<file path="src/rtl/dmem_arbiter.sv">
// dmem_arbiter: shares the single-port data memory between the CPU load/store
// path and the debug/loader port. CPU has fixed priority, and a starvation
// counter forces a debug grant after STARVE_LIMIT consecutive denied cycles.
// Misaligned accesses are granted and acknowledged with err, but never reach
// the memory. Each grant is answered one cycle later with a registered response.
module dmem_arbiter #(
    parameter int STARVE_LIMIT = 4,
    parameter int CNT_W        = 3
) (
    input  logic        clk,
    input  logic        n_rst,

    input  logic        cpu_req_i,
    input  logic        cpu_we_i,
    input  logic [11:0] cpu_addr_i,
    input  logic [31:0] cpu_wdata_i,
    input  logic [2:0]  cpu_funct3_i,
    output logic        cpu_gnt_o,
    output logic        cpu_rvalid_o,
    output logic [31:0] cpu_rdata_o,
    output logic        cpu_err_o,

    input  logic        dbg_req_i,
    input  logic        dbg_we_i,
    input  logic [11:0] dbg_addr_i,
    input  logic [31:0] dbg_wdata_i,
    input  logic [2:0]  dbg_funct3_i,
    output logic        dbg_gnt_o,
    output logic        dbg_rvalid_o,
    output logic [31:0] dbg_rdata_o,
    output logic        dbg_err_o,

    output logic        mem_wr_o,
    output logic        mem_rd_o,
    output logic [11:0] mem_addr_o,
    output logic [31:0] mem_wdata_o,
    output logic [2:0]  mem_funct3_o,
    input  logic [31:0] mem_rdata_i
);

    typedef enum logic [1:0] {
        OWN_NONE = 2'd0,
        OWN_CPU  = 2'd1,
        OWN_DBG  = 2'd2
    } owner_e;

    owner_e           resp_owner_q;
    logic [CNT_W-1:0] starve_cnt_q, starve_cnt_d;
    logic             force_dbg, cpu_gnt, dbg_gnt, any_gnt;
    logic             sel_we, misaligned, access_ok;
    logic [11:0]      sel_addr;
    logic [31:0]      sel_wdata, resp_rdata;
    logic [2:0]       sel_funct3;
    logic             cpu_err_q, dbg_err_q;
    logic [31:0]      cpu_rdata_q, dbg_rdata_q;

    assign force_dbg = (starve_cnt_q >= CNT_W'(STARVE_LIMIT));
    assign dbg_gnt   = dbg_req_i & (force_dbg | ~cpu_req_i);
    assign cpu_gnt   = cpu_req_i & ~dbg_gnt;
    assign any_gnt   = cpu_gnt | dbg_gnt;

    // Route the granted requester onto the memory side; idle bus is all zero.
    always_comb begin
        sel_we     = 1'b0;
        sel_addr   = '0;
        sel_wdata  = '0;
        sel_funct3 = '0;
        if (cpu_gnt) begin
            sel_we     = cpu_we_i;
            sel_addr   = cpu_addr_i;
            sel_wdata  = cpu_wdata_i;
            sel_funct3 = cpu_funct3_i;
        end else if (dbg_gnt) begin
            sel_we     = dbg_we_i;
            sel_addr   = dbg_addr_i;
            sel_wdata  = dbg_wdata_i;
            sel_funct3 = dbg_funct3_i;
        end
    end

    // Halfword accesses need an even address, word accesses a multiple of four.
    always_comb begin
        case (sel_funct3[1:0])
            2'b01:   misaligned = sel_addr[0];
            2'b10:   misaligned = |sel_addr[1:0];
            default: misaligned = 1'b0;
        endcase
    end

    assign access_ok    = any_gnt & ~misaligned;
    assign mem_wr_o     = access_ok & sel_we;
    assign mem_rd_o     = access_ok & ~sel_we;
    assign mem_addr_o   = sel_addr;
    assign mem_wdata_o  = sel_wdata;
    assign mem_funct3_o = sel_funct3;

    // Stores and rejected accesses answer with zero data.
    assign resp_rdata = mem_rd_o ? mem_rdata_i : '0;

    // Count consecutive cycles in which debug asks but is refused; saturate.
    always_comb begin
        if (dbg_gnt | ~dbg_req_i) begin
            starve_cnt_d = '0;
        end else if (starve_cnt_q < CNT_W'(STARVE_LIMIT)) begin
            starve_cnt_d = starve_cnt_q + CNT_W'(1);
        end else begin
            starve_cnt_d = starve_cnt_q;
        end
    end

    // Starvation counter register.
    always_ff @(posedge clk or negedge n_rst) begin
        if (!n_rst) begin
            starve_cnt_q <= '0;
        end else begin
            starve_cnt_q <= starve_cnt_d;
        end
    end

    // Response FSM: remember who was granted and capture its response.
    always_ff @(posedge clk or negedge n_rst) begin
        if (!n_rst) begin
            resp_owner_q <= OWN_NONE;
            cpu_err_q    <= 1'b0;
            dbg_err_q    <= 1'b0;
            cpu_rdata_q  <= '0;
            dbg_rdata_q  <= '0;
        end else if (cpu_gnt) begin
            resp_owner_q <= OWN_CPU;
            cpu_rdata_q  <= resp_rdata;
            cpu_err_q    <= misaligned;
            dbg_err_q    <= 1'b0;
        end else if (dbg_gnt) begin
            resp_owner_q <= OWN_DBG;
            dbg_rdata_q  <= resp_rdata;
            dbg_err_q    <= misaligned;
            cpu_err_q    <= 1'b0;
        end else begin
            resp_owner_q <= OWN_NONE;
            cpu_err_q    <= 1'b0;
            dbg_err_q    <= 1'b0;
        end
    end

    assign cpu_gnt_o    = cpu_gnt;
    assign dbg_gnt_o    = dbg_gnt;
    assign cpu_rvalid_o = (resp_owner_q == OWN_CPU);
    assign dbg_rvalid_o = (resp_owner_q == OWN_DBG);
    assign cpu_rdata_o  = cpu_rdata_q;
    assign dbg_rdata_o  = dbg_rdata_q;
    assign cpu_err_o    = cpu_err_q;
    assign dbg_err_o    = dbg_err_q;

endmodule
</file>
<file path="config.mk">
export PLATFORM = sky130hd
export DESIGN_NAME = dmem_arbiter
export DESIGN_NICKNAME = d
export VERILOG_FILES = /design/src/rtl/dmem_arbiter.sv
export SDC_FILE = /design/constraint.sdc
export NUM_CORES = 1
export LEC_CHECK = 0
export ABC_AREA = 0
export BUFFER_PORTS_ARGS = -buffer_cell sky130_fd_sc_hd__buf_2
export CAP_MARGIN = 20
export CORE_MARGIN = 1.5
export CORE_UTILIZATION = 39
export CTS_BUF_LIST = sky130_fd_sc_hd__clkbuf_2
export DETAILED_ROUTE_END_ITERATION = 8
export GPL_ROUTABILITY_DRIVEN = 0
export GPL_TIMING_DRIVEN = 0
export PLACE_DENSITY = 0.79
export RECOVER_POWER = 50
export SYNTH_ARGS = -nofsm -noshare
export SYNTH_HDL_FRONTEND = slang
export SYNTH_SLANG_ARGS = --single-unit
</file>
<file path="constraint.sdc">
create_clock -name clk -period 2.95 [get_ports clk]
set_input_delay 0.59 -clock clk [delete_from_list [all_inputs] [get_ports clk]]
set_output_delay 0.59 -clock clk [all_outputs]
set_load 0.02 [all_outputs]
</file>
==> results of run 1 <==
==> power groups by stage <==
stage | Clock (W) | Sequential, W | Combinational [W]
global placement | 0 | 0.00120 | 0.000946
finish | 0.000639 | 0.00119 | 0.00103
CTS | 0.000648 | 0.00118 | 0.00102
global route | 0.000682 | 0.00120 | 0.00110
detailed placement | 0 | 0.00120 | 0.000968
floorplan | 0 | 0.00135 | 0.000384
==> metal layers <==
metal	wire length, um	global-route usage, %	part of all wire [%]
met5	0	0	0
met4	345	8.65	2.2
met3	1650	9.78	10
met2	7710	48.3	48
met1	6240	37.9	39
==> tightest hold or removal path, stage by stage <==
cell	delay [ns]
buf_2	0.13
nand2_1	0.06
o21ai_1	0.05
==> worst paths after layout <==
kind                                 start               to  slack [ns]  cells past startpoint
setup / recovery           starve_cnt_q[2]         mem_rd_o       -0.33                     12
hold / removal              mem_rdata_i[5]   dbg_rdata_o[5]        0.29                      3
setup reg to reg           starve_cnt_q[2]  cpu_rdata_o[22]        0.41                     12
hold reg to reg            starve_cnt_q[0]  starve_cnt_q[0]        0.45                      1
max in group asynchronous            n_rst        cpu_err_o        1.34                      1
min in group asynchronous            n_rst  dbg_rdata_o[15]        0.52                      1
==> stage by stage <==
stage	hold WS [ns]	utilization, %	instance area (um^2)	worst slack [ns]	instances
finish	0.290	60.3	5590	-0.332	801
global route	0.260	60.3	5590	-0.422	801
detailed placement	0.433	56.0	5200	-0.589	766
global placement	0.432	56.0	5200	-0.538	766
floorplan	0.294	-	3790	0.00763	388
CTS	0.173	59.8	5550	-0.357	799
==> flip-flops by register name, summed over array words and instances (netlist names) <==
signal and cells:
cpu_err_o 1, resp_owner_q 2, starve_cnt_q 3, dbg_rdata_o 32
cpu_rdata_o 32, dbg_err_o 1
==> area by class of cell <==
type	count	area share [%]
buffer	43	4.18
clock buffer	9	0.805
clock inverter	6	1.52
inverter	9	0.805
multi-input combinational	264	32.4
sequential	71	31.8
tap	129	2.89
timing repair buffer	270	25.6
==> cell usage in the layout (no fill, tap or decap), drive strengths merged, types with 2 or more instances in the layout <==
cell type / Yosys / final
a32oi: 65 / 65
nor2b: 3 / 3
dfrtp: 71 / 71
a22o: 45 / 45
clkinv: 0 / 3
bufinv: 0 / 2
and3: 4 / 4
inv: 9 / 9
buf: 11 / 279
ha: 3 / 3
nor2: 2 / 2
o21ai: 66 / 66
clkbuf: 33 / 43
nor3: 2 / 2
nand2: 66 / 66
==> cells by family after synthesis <==
family	share of synthesized area (%)
and+or+nand+nor	9.04
DFF	47.4
AOI/OAI and AO/OA	36.2
adders and majority gates	1.00
buffers and inverters	6.44
==> timing repair <==
item                       4_1_cts  5_1_grt
pin swaps                        9        5
setup endpoints to repair       34       23
buffers inserted                18        6
resized for setup               28        8
==> summary.txt, run 1 <==
Logic synthesis
  • Prevailing post-synth register cell: dfrtp_1
  • Syn Area/Cell: 9.67 um^2
  • FF+latch count, synth: a little over 70
  • Most common cell in the synthesized netlist: dfrtp_1
  • Synth unique cells: 29
  • Post-synth top cells: 71 x dfrtp_1, 66 x nand2_1, 64 x a32oi_1, 45 x a22o_1, 38 x o21ai_0
  • EDFF count, synth: 0
  • YS warnings: 0
  • Synth area leaders: dfrtp_1 47%, a32oi_1 15%, a22o_1 11%
  • Syn Nets: between 500 and 600
  • Post-synth top area share: ~47%
  • Cell taking the most area after synthesis: dfrtp_1
  • Post-Synthesis Cell Area: roughly 0.0038 mm^2
  • Sequential fraction of the synthesis area: between 40% and 50%
  • Post-synthesis cell count: 388
  • Ys async rst share: between 90% and 100%

Global route
  • Initial antenna violation count: 0
  • Largest net degree at the start of global routing: 72
  • Remaining Overflow, GRT: 0
  • Global-route wire length before repair: roughly 23000 um
  • Tot GR Track Use: between 20% and 30%
  • Number of global-route vias before repair: ~4100

STA
  • Worst Tran Pin Value: roughly 1.8 ns
  • Relative slew margins: -20.7%
  • Fin crit share: 111%
  • Setup TNS: -0.581 ns
  • Fin. Hold Viols: 0
  • RSZ-0062 raised after global routing: yes
  • Final Setup Violations: 2
  • Tmin final: 3.28 ns
  • Slew Viols, Final: 72
  • Clk_skew: 0.0302 ns
  • Worst Setup Slack, final: -0.332 ns
  • Fmax: 0.305 GHz

Pwr
  • Internal: around 0.0018 W
  • Pwr Total: between 0.002 and 0.003 W
  • Net Sw Frac: a little under two fifths
  • Leakage power: ~2.8 nW
  • PD cells: ~510 mW/mm^2
  • Clk pwr share: between 20% and 30%
  • Sw Pwr: about 0.0011 W
  • Comb pwr share: a little over a third
  • Sequential Power Share: 41.6%
  • Peak VDD IR: 0.000356 V

Critical path
  • CP delay by family, top: compound AO/OA/AOI/OAI gates
  • Most common cell on crit path: buf_6
  • WS Path Type: reg -> out
  • CP max FO: 4
  • Crit. End Element: primary output
  • Arr. time, crit path: roughly 2.7 ns
  • Worst path max stage delay: approximately 0.46 ns
  • WP data required: about 2.4 ns
  • Crit-path cells: buf_6 -> a21bo_4 -> inv_6 -> buf_6 -> a22oi_2 -> inv_2 -> ha_4 -> o211ai_1 -> o221ai_2 -> buf_6 -> a211oi_4 -> buf_6
  • WP buf/inv: 6
  • Max stage delay cell, worst path: dfrtp_1
  • Type of origin of the critical path: flop

Die
  • Die area: just over 0.01 mm^2
  • Core area: ~0.0093 mm^2
  • I/O pin cnt: roughly 250
  • Die Span Y: between 100 and 150 um
  • Initial Util: 40.4%
  • Die X: between 100 and 150 um
  • Rows: 35

Clock network
  • Post-CTS Hold Buffers: 0
  • Clock tree buffer depth: 2
  • Sink Count: 71
  • H-tree levels: 3
  • Clock root buffer master: clkbuf_2
  • CTS tree: built
  • Reg clk slew, reported paths: between 0.2 and 0.25 ns
  • Clk_lat worst skew: 0.50 ns
  • Inserted Clock Buffers: 9

Route
  • Drt total wl: between 15000 and 20000 um
  • Post-route ant nets: 0
  • DRT Pass-1 Iters: 5
  • DRT iter0 DRCs: 260
  • Vias per inst: between 5 and 6
  • WL/cell: between 15 and 20 um
  • Via count: 4472
  • DRC violations left: 0

Placed design
  • DP HPWL: 12000 um
  • PortBufs: between 200 and 250

Final layout
  • Reg area: ~0.0018 mm^2
  • Syn-to-layout area delta: 49.1%
  • N_diodes: 0
  • Share of cells above drive strength 1: approximately 47%
  • Layout net count: ~800
  • # fillers: 862
  • Area of the multi-input gates: between 0.0015 and 0.002 mm^2

Job
  • Max cap viols: 1

Worst hold path
  • Min-delay worst type: in -> reg

Outcome
  • Failing checks: capacitance limit, slew limit, setup timing
  • Status: complete, but fails checks
Note: power is estimated with default switching activity, not from simulation.
==> run 2, diff against run 1 <==
--- a/config.mk
+++ b/config.mk
@@ -5,7 +5,7 @@
 export SDC_FILE = /design/constraint.sdc
 export NUM_CORES = 1
 export LEC_CHECK = 0
-export ABC_AREA = 0
+export ABC_AREA = 1
 export BUFFER_PORTS_ARGS = -buffer_cell sky130_fd_sc_hd__buf_2
 export CAP_MARGIN = 20
 export CORE_MARGIN = 1.5
==> run 2 against run 1 <==
The flow still finishes with violations (capacitance limit, slew limit, setup timing). Synthesized cell count is 8.5% higher. Sequential power is 6% lower. Worst setup slack better by 0.21 ns. Critical path type unchanged. Critical endpoint unchanged. Largest cell class is now registers.
==> summary.txt, run 2 <==
Clock network
  • CTS tree: built (unchanged)
  • Post-CTS Hold Buffers: 0 (unchanged)
  • Clk_lat worst skew: 0.49 ns (was 0.50 ns)
  • Clock root buffer master: clkbuf_2 (unchanged)
  • Reg clk slew, reported paths: 0.21 ns (was 0.24 ns)
  • Inserted Clock Buffers: 9 (unchanged)
  • H-tree levels: 3 (unchanged)
  • Sink Count: 71 (unchanged)
  • Clock tree buffer depth: 2 (unchanged)

STA
  • RSZ-0062 raised after global routing: yes (unchanged)
  • Fin crit share: 104% (was 111%)
  • Tmin final: 3.07 ns (was 3.28 ns)
  • Setup TNS: -0.337 ns (was -0.581 ns)
  • Relative slew margins: -18.4% (was -20.7%)
  • Final Setup Violations: 15 (was 2)
  • Worst Tran Pin Value: 1.78 ns (was 1.81 ns)
  • Fmax: 0.325 GHz (was 0.305 GHz)
  • Fin. Hold Viols: 0 (unchanged)
  • Worst Setup Slack, final: -0.123 ns (was -0.332 ns)
  • Clk_skew: 0.0159 ns (was 0.0302 ns)
  • Slew Viols, Final: 72 (unchanged)

Die
  • I/O pin cnt: 251 (unchanged)
  • Die X: 101 um (about the same)
  • Die area: 0.0101 mm^2 (was 0.0102 mm^2)
  • Initial Util: 40.2% (was 40.4%)
  • Core area: 0.00924 mm^2 (was 0.00928 mm^2)
  • Die Span Y: 101 um (about the same)
  • Rows: 35 (unchanged)

Logic synthesis
  • EDFF count, synth: 0 (unchanged)
  • Most common cell in the synthesized netlist: inv_1 (was dfrtp_1)
  • YS warnings: 0 (unchanged)
  • Synth unique cells: 19 (was 29)
  • Sequential fraction of the synthesis area: 47.8% (was 47.4%)
  • Post-synth top cells: 80 x inv_1, 73 x nor2_1, 71 x dfrtp_1, 64 x o21bai_1, 43 x a22o_1 (was 71 x dfrtp_1, 66 x nand2_1, 64 x a32oi_1, 45 x a22o_1, 38 x o21ai_0)
  • FF+latch count, synth: 71 (unchanged)
  • Post-synthesis cell count: 421 (was 388)
  • Cell taking the most area after synthesis: dfrtp_1 (unchanged)
  • Post-Synthesis Cell Area: 0.00372 mm^2 (was 0.00375 mm^2)
  • Prevailing post-synth register cell: dfrtp_1 (unchanged)
  • Ys async rst share: 100% (unchanged)
  • Post-synth top area share: 47.8% (was 47.4%)
  • Syn Area/Cell: 8.83 um^2 (was 9.67 um^2)
  • Synth area leaders: dfrtp_1 48%, o21bai_1 13%, a22o_1 10% (was dfrtp_1 47%, a32oi_1 15%, a22o_1 11%)
  • Syn Nets: 556 (was 523)

Route
  • DRT Pass-1 Iters: 4 (was 5)
  • Vias per inst: 4.93 (was 5.58)
  • Via count: 4085 (was 4472)
  • Drt total wl: 13800 um (was 15900 um)
  • DRT iter0 DRCs: 165 (was 260)
  • DRC violations left: 0 (unchanged)
  • Post-route ant nets: 0 (unchanged)
  • WL/cell: 16.7 um (was 19.9 um)

Pwr
  • Leakage power: 2.86 nW (was 2.83 nW)
  • PD cells: 460 mW/mm^2 (was 510 mW/mm^2)
  • Peak VDD IR: 0.000250 V (was 0.000356 V)
  • Pwr Total: 0.00251 W (was 0.00285 W)

Global route
  • Initial antenna violation count: 0 (unchanged)
  • Tot GR Track Use: 26.2% (was 29.7%)
  • Largest net degree at the start of global routing: 72 (unchanged)
  • Remaining Overflow, GRT: 0 (unchanged)
  • Global-route wire length before repair: 20000 um (was 22900 um)
  • Number of global-route vias before repair: 3803 (was 4149)

Placed design
  • PortBufs: 250 (was 249)
  • Placed cell areas: 0.00519 mm^2 (was 0.00520 mm^2)
  • DP HPWL: 10600 um (was 12000 um)
  • Placed cell count: 800 (was 766)

Outcome
  • Failing checks: capacitance limit, slew limit, setup timing (unchanged)
  • Status: complete, but fails checks (unchanged)

Final layout
  • N_diodes: 0 (unchanged)
  • Commonest non-fill, non-tap cell in the layout: buf_2 (unchanged)
  • Commonest cells after routing, fill and taps aside: 197 x buf_2, 77 x inv_1, 71 x nor2_1, 71 x dfrtp_1, 64 x o21bai_1 (was 247 x buf_2, 71 x dfrtp_1, 65 x nand2_1)
  • Layout net count: 831 (was 803)
  • Final Non-Filler Cells: 829 (was 801)
  • Syn-to-layout area delta: 46.3% (was 49.1%)
  • Final Instance Area: 0.00544 mm^2 (was 0.00559 mm^2)
  • Share of cells above drive strength 1: 38.4% (was 47.5%)

Critical path
  • WS Path Type: reg -> out (unchanged)
  • Type of origin of the critical path: flop (unchanged)
  • Launch point of the worst path: starve_cnt_q[2] (unchanged)
  • RR Startpoint: starve_cnt_q[2] (unchanged)
  • Arr. time, crit path: 2.48 ns (was 2.69 ns)
  • CP max FO: 4 (unchanged)
  • Crit. End Element: primary output (unchanged)
  • WP data required: 2.36 ns (about the same)

Worst hold path
  • Min-delay worst type: in -> reg (unchanged)
  • Min-delay src: mem_rdata_i[27] (was mem_rdata_i[5])

Job
  • Max cap viols: 1 (unchanged)
-- run 2: area by class of cell --
| class | instances | area, um^2 |
|---|---|---|
| Multi-Input combinational cell | 236 | 1570 |
| Clock buffer | 9 | 45.0 |
| Buffer | 31 | 181 |
| Clock inverter | 6 | 62.6 |
| Sequential cell | 71 | 1780 |
| Fill cell | 881 | 3800 |
| Inverter | 82 | 313 |
| Tap cell | 129 | 161 |
| Timing Repair Buffer | 265 | 1330 |
-- run 2: repair_timing --
| item | 4_1_cts | 5_1_grt |
|---|---|---|
| gates resized for setup | 21 | 27 |
| endpoints found under the setup margin | 31 | 18 |
| setup buffers | 7 | 8 |
| pin swaps | 7 | 8 |
-- run 2: routing by layer --
| metal | wire length [um] | vias up | global-route usage, % |
|---|---|---|---|
| li1 | - | 1941 | - |
| met1 | 5540 | 1910 | 34.4 |
| met2 | 6400 | 205 | 39.4 |
| met3 | 1400 | 29 | 7.56 |
| met4 | 483 | 0 | 13.3 |
| met5 | 0 | - | 0 |
-- run 2: power breakdown --
| group | total, W | switching [W] | leakage [nW] | internal [W] |
|---|---|---|---|---|
| Clock | 0.000531 | 0.000343 | 0.0614 | 0.000188 |
| Sequential | 0.00112 | 0.0000546 | 0.939 | 0.00107 |
| Combinational | 0.000850 | 0.000530 | 1.86 | 0.000319 |
-- run 2: final timing paths --
check	end	slack (ns)	depth (start not counted)
max in group asynchronous	dbg_rdata_o[2]	1.35	1
max	mem_rd_o	-0.12	13
min	cpu_rdata_o[27]	0.36	3
min in group asynchronous	cpu_rdata_o[9]	0.53	1
min reg2reg	starve_cnt_q[0]	0.46	1
max reg2reg	dbg_rdata_o[20]	0.29	16
-- run 2: worst max-delay path, stage by stage (launching register included) --
cell      delay (ns)
dfrtp_1         0.43
buf_6           0.12
a21oi_4         0.19
clkinv_4        0.11
o22ai_4         0.13
inv_2           0.06
ha_2            0.18
or2_4           0.25
nand2_2         0.06
nand2_2         0.06
nand2_4         0.08
nand2_4         0.07
nor2_4          0.13
buf_6           0.13
-- run 2: cell families (layout without fill, tap and decap cells) --
group                    count (synthesis)  count (layout)  share of synthesized area (%)
buffers and inverters                  114             393                           12.5
adder cells (fa/ha/maj)                  3               3                           1.01
flip-flops                              71              71                           47.8
AND/OR/NAND/NOR                        122             122                           14.8
AO/OA/AOI/OAI                          111             111                           24.0
-- run 2: through the flow --
stage	setup slack, ns	utilization [%]	hold WS, ns
floorplan	0.0191	-	0.294
global placement	-0.429	56.1	0.420
detailed placement	-0.454	56.1	0.441
CTS	-0.143	58.4	0.188
global route	-0.270	58.9	0.294
finish	-0.123	58.9	0.357
